File: src/rtl/neuron_mac_seq.sv
// Sequential N-input neuron: streams (x, w) beats into a full-precision MAC, adds bias,
// then returns a synchronous sigmoid-ROM lookup or the saturated linear pre-activation.
module neuron_mac_seq #(
    parameter int N_INPUTS     = 4,
    parameter int LUT_AW       = 11,
    parameter int Z_RANGE_LOG2 = 3
) (
    input  logic              clk,
    input  logic              rst_n,
    input  logic              start,
    input  logic [16:0]       bias,
    input  logic              act_bypass,
    input  logic              in_valid,
    output logic              in_ready,
    input  logic [16:0]       x,
    input  logic [16:0]       w,
    output logic [LUT_AW-1:0] lut_addr,
    input  logic [16:0]       lut_data,
    output logic [16:0]       y,
    output logic              out_valid,
    input  logic              out_ready,
    output logic              busy
);
    localparam int CW   = $clog2(N_INPUTS + 1);
    localparam int ACCW = 35 + $clog2(N_INPUTS);
    localparam int ZW   = ACCW + 1;
    localparam int SH   = 28 + Z_RANGE_LOG2 - (LUT_AW - 1);

    localparam logic signed [ZW-1:0] HALF_Z = ZW'(64'sd1 << (LUT_AW - 1));
    localparam logic signed [ZW-1:0] AMAX_Z = ZW'((64'sd1 << LUT_AW) - 64'sd1);
    localparam logic signed [ZW-1:0] YMAX_Z = ZW'(65535);
    localparam logic signed [ZW-1:0] YMIN_Z = ZW'(-65536);
    localparam logic [LUT_AW-1:0]    ADDR_RST = {1'b1, {(LUT_AW - 1){1'b0}}};

    typedef enum logic [2:0] {
        S_IDLE,
        S_ACCUM,
        S_DRAIN,
        S_ADDR,
        S_LUT,
        S_DONE
    } state_t;

    state_t                   state_q;
    logic [CW-1:0]            cnt_q;
    logic signed [ACCW-1:0]   acc_q;
    logic signed [33:0]       p_q;
    logic                     p_vld_q;
    logic [16:0]              bias_q;
    logic                     byp_q;
    logic signed [ZW-1:0]     z_q;
    logic                     ph_q;
    logic [LUT_AW-1:0]        lut_addr_q;
    logic [16:0]              yb_q;
    logic [16:0]              y_q;
    logic                     out_valid_q;
    logic                     in_ready_q;
    logic                     busy_q;

    logic                     beat;
    logic signed [33:0]       prod_d;
    logic signed [ACCW-1:0]   acc_d;
    logic signed [ZW-1:0]     z_d;
    logic signed [ZW-1:0]     sum_d;
    logic signed [ZW-1:0]     yt_d;
    logic [LUT_AW-1:0]        addr_d;
    logic [16:0]              yb_d;

    always_comb begin
        beat   = (state_q == S_ACCUM) && in_valid && in_ready_q;
        prod_d = $signed({{17{x[16]}}, x}) * $signed({{17{w[16]}}, w});
        acc_d  = acc_q + $signed({{(ACCW - 34){p_q[33]}}, p_q});
        z_d    = $signed({{(ZW - ACCW){acc_q[ACCW-1]}}, acc_q})
               + $signed({{(ZW - 33){bias_q[16]}}, bias_q, 16'b0});
        sum_d  = (z_q >>> SH) + HALF_Z;
        yt_d   = z_q >>> 16;

        if (sum_d[ZW-1]) begin
            addr_d = '0;
        end else if (sum_d > AMAX_Z) begin
            addr_d = '1;
        end else begin
            addr_d = sum_d[LUT_AW-1:0];
        end

        if (yt_d > YMAX_Z) begin
            yb_d = 17'h0FFFF;
        end else if (yt_d < YMIN_Z) begin
            yb_d = 17'h10000;
        end else begin
            yb_d = yt_d[16:0];
        end
    end

    always_ff @(posedge clk or negedge rst_n) begin
        if (!rst_n) begin
            state_q     <= S_IDLE;
            cnt_q       <= '0;
            acc_q       <= '0;
            p_q         <= '0;
            p_vld_q     <= 1'b0;
            bias_q      <= '0;
            byp_q       <= 1'b0;
            z_q         <= '0;
            ph_q        <= 1'b0;
            lut_addr_q  <= ADDR_RST;
            yb_q        <= '0;
            y_q         <= '0;
            out_valid_q <= 1'b0;
            in_ready_q  <= 1'b0;
            busy_q      <= 1'b0;
        end else begin
            case (state_q)
                S_IDLE: begin
                    acc_q   <= '0;
                    cnt_q   <= '0;
                    p_vld_q <= 1'b0;
                    if (start) begin
                        bias_q     <= bias;
                        byp_q      <= act_bypass;
                        in_ready_q <= 1'b1;
                        busy_q     <= 1'b1;
                        state_q    <= S_ACCUM;
                    end
                end
                S_ACCUM: begin
                    // Products are registered first and folded into acc one cycle later.
                    if (p_vld_q) acc_q <= acc_d;
                    p_vld_q <= beat;
                    if (beat) begin
                        p_q   <= prod_d;
                        cnt_q <= cnt_q + 1'b1;
                        if (cnt_q == CW'(N_INPUTS - 1)) begin
                            in_ready_q <= 1'b0;
                            state_q    <= S_DRAIN;
                        end
                    end
                end
                S_DRAIN: begin
                    if (p_vld_q) acc_q <= acc_d;
                    p_vld_q <= 1'b0;
                    ph_q    <= 1'b0;
                    state_q <= S_ADDR;
                end
                S_ADDR: begin
                    // Two phases: the wide bias add is registered before shift/clamp.
                    if (!ph_q) begin
                        z_q  <= z_d;
                        ph_q <= 1'b1;
                    end else begin
                        lut_addr_q <= addr_d;
                        yb_q       <= yb_d;
                        state_q    <= S_LUT;
                    end
                end
                S_LUT: begin
                    state_q <= S_DONE;
                end
                S_DONE: begin
                    if (!out_valid_q) begin
                        y_q         <= byp_q ? yb_q : lut_data;
                        out_valid_q <= 1'b1;
                    end else if (out_ready) begin
                        out_valid_q <= 1'b0;
                        busy_q      <= 1'b0;
                        state_q     <= S_IDLE;
                    end
                end
                default: begin
                    state_q <= S_IDLE;
                end
            endcase
        end
    end

    assign in_ready  = in_ready_q;
    assign lut_addr  = lut_addr_q;
    assign y         = y_q;
    assign out_valid = out_valid_q;
    assign busy      = busy_q;

endmodule

File: config.mk
export PLATFORM = sky130hd
export DESIGN_NAME = neuron_mac_seq
export DESIGN_NICKNAME = d
export VERILOG_FILES = /design/src/rtl/neuron_mac_seq.sv
export SDC_FILE = /design/constraint.sdc
export NUM_CORES = 1
export LEC_CHECK = 0
export ABC_CLOCK_PERIOD_IN_PS = 2570
export CORE_MARGIN = 2
export CORE_UTILIZATION = 50
export CTS_BUF_LIST = sky130_fd_sc_hd__clkbuf_8
export CTS_CLUSTER_SIZE = 10
export DETAILED_ROUTE_END_ITERATION = 8
export GPL_TIMING_DRIVEN = 0
export HOLD_SLACK_MARGIN = 0.12
export PLACE_DENSITY = 0.76
export SYNTH_ARGS = -nofsm -noshare
export SYNTH_HDL_FRONTEND = slang
export SYNTH_SLANG_ARGS = --single-unit
File: constraint.sdc
create_clock -name clk -period 2.57 [get_ports clk]
set_input_delay 0.771 -clock clk [delete_from_list [all_inputs] [get_ports clk]]
set_output_delay 0.771 -clock clk [all_outputs]
set_load 0.01 [all_outputs]
==> results.py <==
metrics = {
    "drt": {
        "post_drt_wl_per_cell_um": 19.65,
        "route.detailed.drc": 0,
        "ant_nets": 0,
        "num_vias": 16668,
        "routed_wl_um": 58130,
        "drtPass1Iterations": 8,
        "viasPerCell": 5.635,
        "initialDrtViolationCount": 1201,
    },
    "timing": {
        "max-slew-margin-rel_pct": 47.72,
        "max_freq_mhz": 163.6,
        "fin_crit_sh_pct": 237.8,
        "fin_ws_ns": -3.541,
        "tns_ns": -85.91,
        "finalHoldViolCount": 0,
        "worst_pin_slew_ns": 0.7842,
        "rsz0062_at_grt": "true",
        "finalMaxSlewViolations": 0,
        "skew_ns": 0.01909,
        "setup_viol": 52,
        "finalCriticalPeriod_ns": 6.111,
    },
    "status": {
        "status": "complete, but fails checks",
        "violations": "negative setup slack",
    },
    "synthesis": {
        "syn_nets": 2703,
        "synth_adder_area_share_pct": 38.60,
        "yosysUniqueCellTypes": 73,
        "syn-instance-count": 2185,
        "synthSimpleGateAreaFrac_pct": 15.33,
        "synth-compound-area-share_pct": 11.13,
        "synth_xor_area_share_pct": 3.644,
        "synth_mux_area_share_pct": 2.374,
        "synth_most_common_cell": "inv_1",
        "async_flop_share_pct": 100.0,
        "synthFlopType": "dfrtp_1",
        "yosys-top-cells-count": "inv_1, fa_1, nand2_1, dfrtp_1, ha_1",
        "synthesis.area_um2": 20190,
        "synth_top_family_by_area": "adder cells",
        "ys_top_cells_by_area": "fa_1, dfrtp_1, ha_1",
        "yosys_warnings": 0,
        "synth_top_area_share_pct": 29.55,
        "synth_edf_count": 0,
        "synth_seq_cells": 167,
        "synth_top_area_cell": "fa_1",
        "syn_avg_cell_area_um2": 9.240,
        "yosysSeqAreaShare_pct": 20.71,
    },
    "hold_path": {
        "hold_path_class": "in -> async",
    },
    "floorplanning": {
        "die_x_um": 204.9,
        "rows": 73,
        "core_area_um2": 39820,
        "start_util_pct": 50.70,
        "dieArea_um2": 42000,
        "die_height_um": 204.9,
        "io_pins": 105,
    },
    "grt": {
        "track_usage_pct": 27.74,
        "first_global_vias": 17340,
        "grt_max_degree": 105,
        "gr-total-overflow": 0,
        "antenna_found_initial": 1,
        "grt_pass1_wl_um": 90250,
    },
    "clocking": {
        "cts_tree": "done",
        "clock_path_buffers": 2,
        "clock-root-buffer": "clkbuf_8",
        "clock_latency_ns": 0.48,
        "cts.sinks": 167,
        "clkTransAtPathRegs_ns": 0.11,
        "h-tree-depth": 4,
        "cts_made_buffers": 17,
    },
    "finish": {
        "area_growth_pct": 25.53,
        "nets": 2937,
        "fillers": 3144,
        "seqCellArea_um2": 4189,
        "layout-drive-gt1-share_pct": 20.60,
        "multi_input_area_um2": 15770,
    },
    "setup_path": {
        "crit_path_end_kind": "flip-flop",
        "required_ns": 2.93,
        "cp_max_fo": 5,
        "crit_type": "in -> reg",
        "cp.arrival_ns": 6.47,
        "start_kind": "primary input",
    },
    "placed_design": {
        "routabilityCongestion": 0.9794,
        "hpwlAfterDp_um": 43230,
        "io_buffers": 101,
    },
    "run": {
        "maxCapViolations": 0,
    },
}
==> cell families (layout without fill, tap and decap cells) <==
group	count (synthesis)	after routing
simple gates	647	647
fa+ha+maj	444	444
buf+inv	435	682
compound gates	363	363
flops	167	167
xor+xnor	84	84
mux	45	45
other cells	0	1
==> metrics by stage <==
step	cell area [µm²]	setup slack, ns	hold WS (ns)	cells	utilization [%]
2_1_floorplan	20810	-3.585	0.4428	2185	-
3_3_place_gp	22480	-5.990	0.4487	2811	56.44
3_5_place_dp	22510	-5.032	0.4484	2812	56.52
4_1_cts	24440	-3.507	0.2265	2930	61.38
5_1_grt	25340	-3.727	0.2184	2957	63.63
6_report	25340	-3.541	0.2167	2958	63.64
==> layout make-up <==
| type | instances | share of cell area (%) |
|---|---|---|
| well taps | 525 | 2.592 |
| inverters | 350 | 5.194 |
| repair buffers | 216 | 8.383 |
| flip-flops and latches | 167 | 16.53 |
| plain buffers | 84 | 3.515 |
| diodes | 1 | 0.009874 |
| clock buffers | 17 | 0.9232 |
| clock inverters | 15 | 0.6418 |
| multi-input cells | 1583 | 62.21 |
==> routing by layer <==
| layer | up-vias | part of all wire (%) | global-route usage, % |
|---|---|---|---|
| met3 | 125 | 6.1 | 4.184 |
| met2 | 574 | 50 | 47.18 |
| met4 | 0 | 3.2 | 8.068 |
| li1 | 7453 | - | - |
| met5 | - | 0 | 0 |
| met1 | 8516 | 40 | 36.84 |
==> state kept, by name (all words and copies together), names as in the netlist, 11 cells and up <==
name,flops
acc_q,37
bias_q,17
lut_addr,11
p_q,34
y,17
yb_q,17
z_q,22
==> worst paths after layout <==
check | slack (ns) | depth (start not counted) | end | from
setup / recovery | -3.54 | 26 | p_q[30]$_DFFE_PN0P_ | w[6]
hold reg to reg | 0.46 | 2 | lut_addr[10]$_DFFE_PN1P_ | lut_addr[10]$_DFFE_PN1P_
setup reg to reg | -0.45 | 14 | acc_q[28]$_DFFE_PN0P_ | p_q[0]$_DFFE_PN0P_
min in group clk | 0.46 | 2 | lut_addr[10]$_DFFE_PN1P_ | lut_addr[10]$_DFFE_PN1P_
max in group asynchronous | 1.44 | 2 | acc_q[27]$_DFFE_PN0P_ | rst_n
hold / removal | 0.22 | 1 | y[0]$_DFFE_PN0P_ | rst_n
==> timing repair <==
| action | in CTS | in global routing |
|---|---|---|
| setup buffers | 84 | 39 |
| hold buffers | 0 | 0 |
| pin swaps | 94 | 116 |
| setup endpoints to repair | 54 | 66 |
| cloned | 3 | 0 |
| gates resized for setup | 384 | 171 |
==> critical path: stages <==
cell and delay [ns]:
buf_12 0.11, clkbuf_16 0.15, and2_4 0.14, fa_1 0.54
inv_1 0.05, fa_1 0.49, inv_2 0.05, fa_1 0.47
inv_1 0.05, fa_1 0.49, inv_2 0.04, fa_1 0.49
inv_2 0.04, fa_2 0.53, inv_2 0.04, ha_4 0.29
o21ai_2 0.06, a21oi_2 0.18, nand2_1 0.09, o211a_4 0.26
a211oi_4 0.29, nor4b_4 0.09, or2_1 0.28, o21ai_2 0.16
nand3_1 0.09, a32o_1 0.22
==> layout by cell type, fill, tap and decap left out, types with 10 or more instances in the layout <==
master             n
fa_1             278
clkbuf_1          40
mux2_2            23
xor2_1            31
nor3_1            14
o21ai_1           53
ha_1             102
buf_8             14
nand2b_1          15
dfrtp_1          159
xnor2_2           11
o21ai_0           73
nand3_1           55
a21o_1            42
and2_1           124
buf_12            13
mux2i_1           22
clkdlybuf4s50_1   69
nor2_1            81
ha_4              35
a21oi_1           58
buf_4             90
nand4_1           10
and2_4            16
clkbuf_16         14
a21oi_2           21
nand2_1          263
inv_1            317
xnor2_1           36
fa_2              20
clkbuf_8          30
inv_2             33
o21ai_2           15
buf_6             36
Power is not shown: default switching activity piles up to over one toggle a cycle in this logic, so the estimate is an artifact.
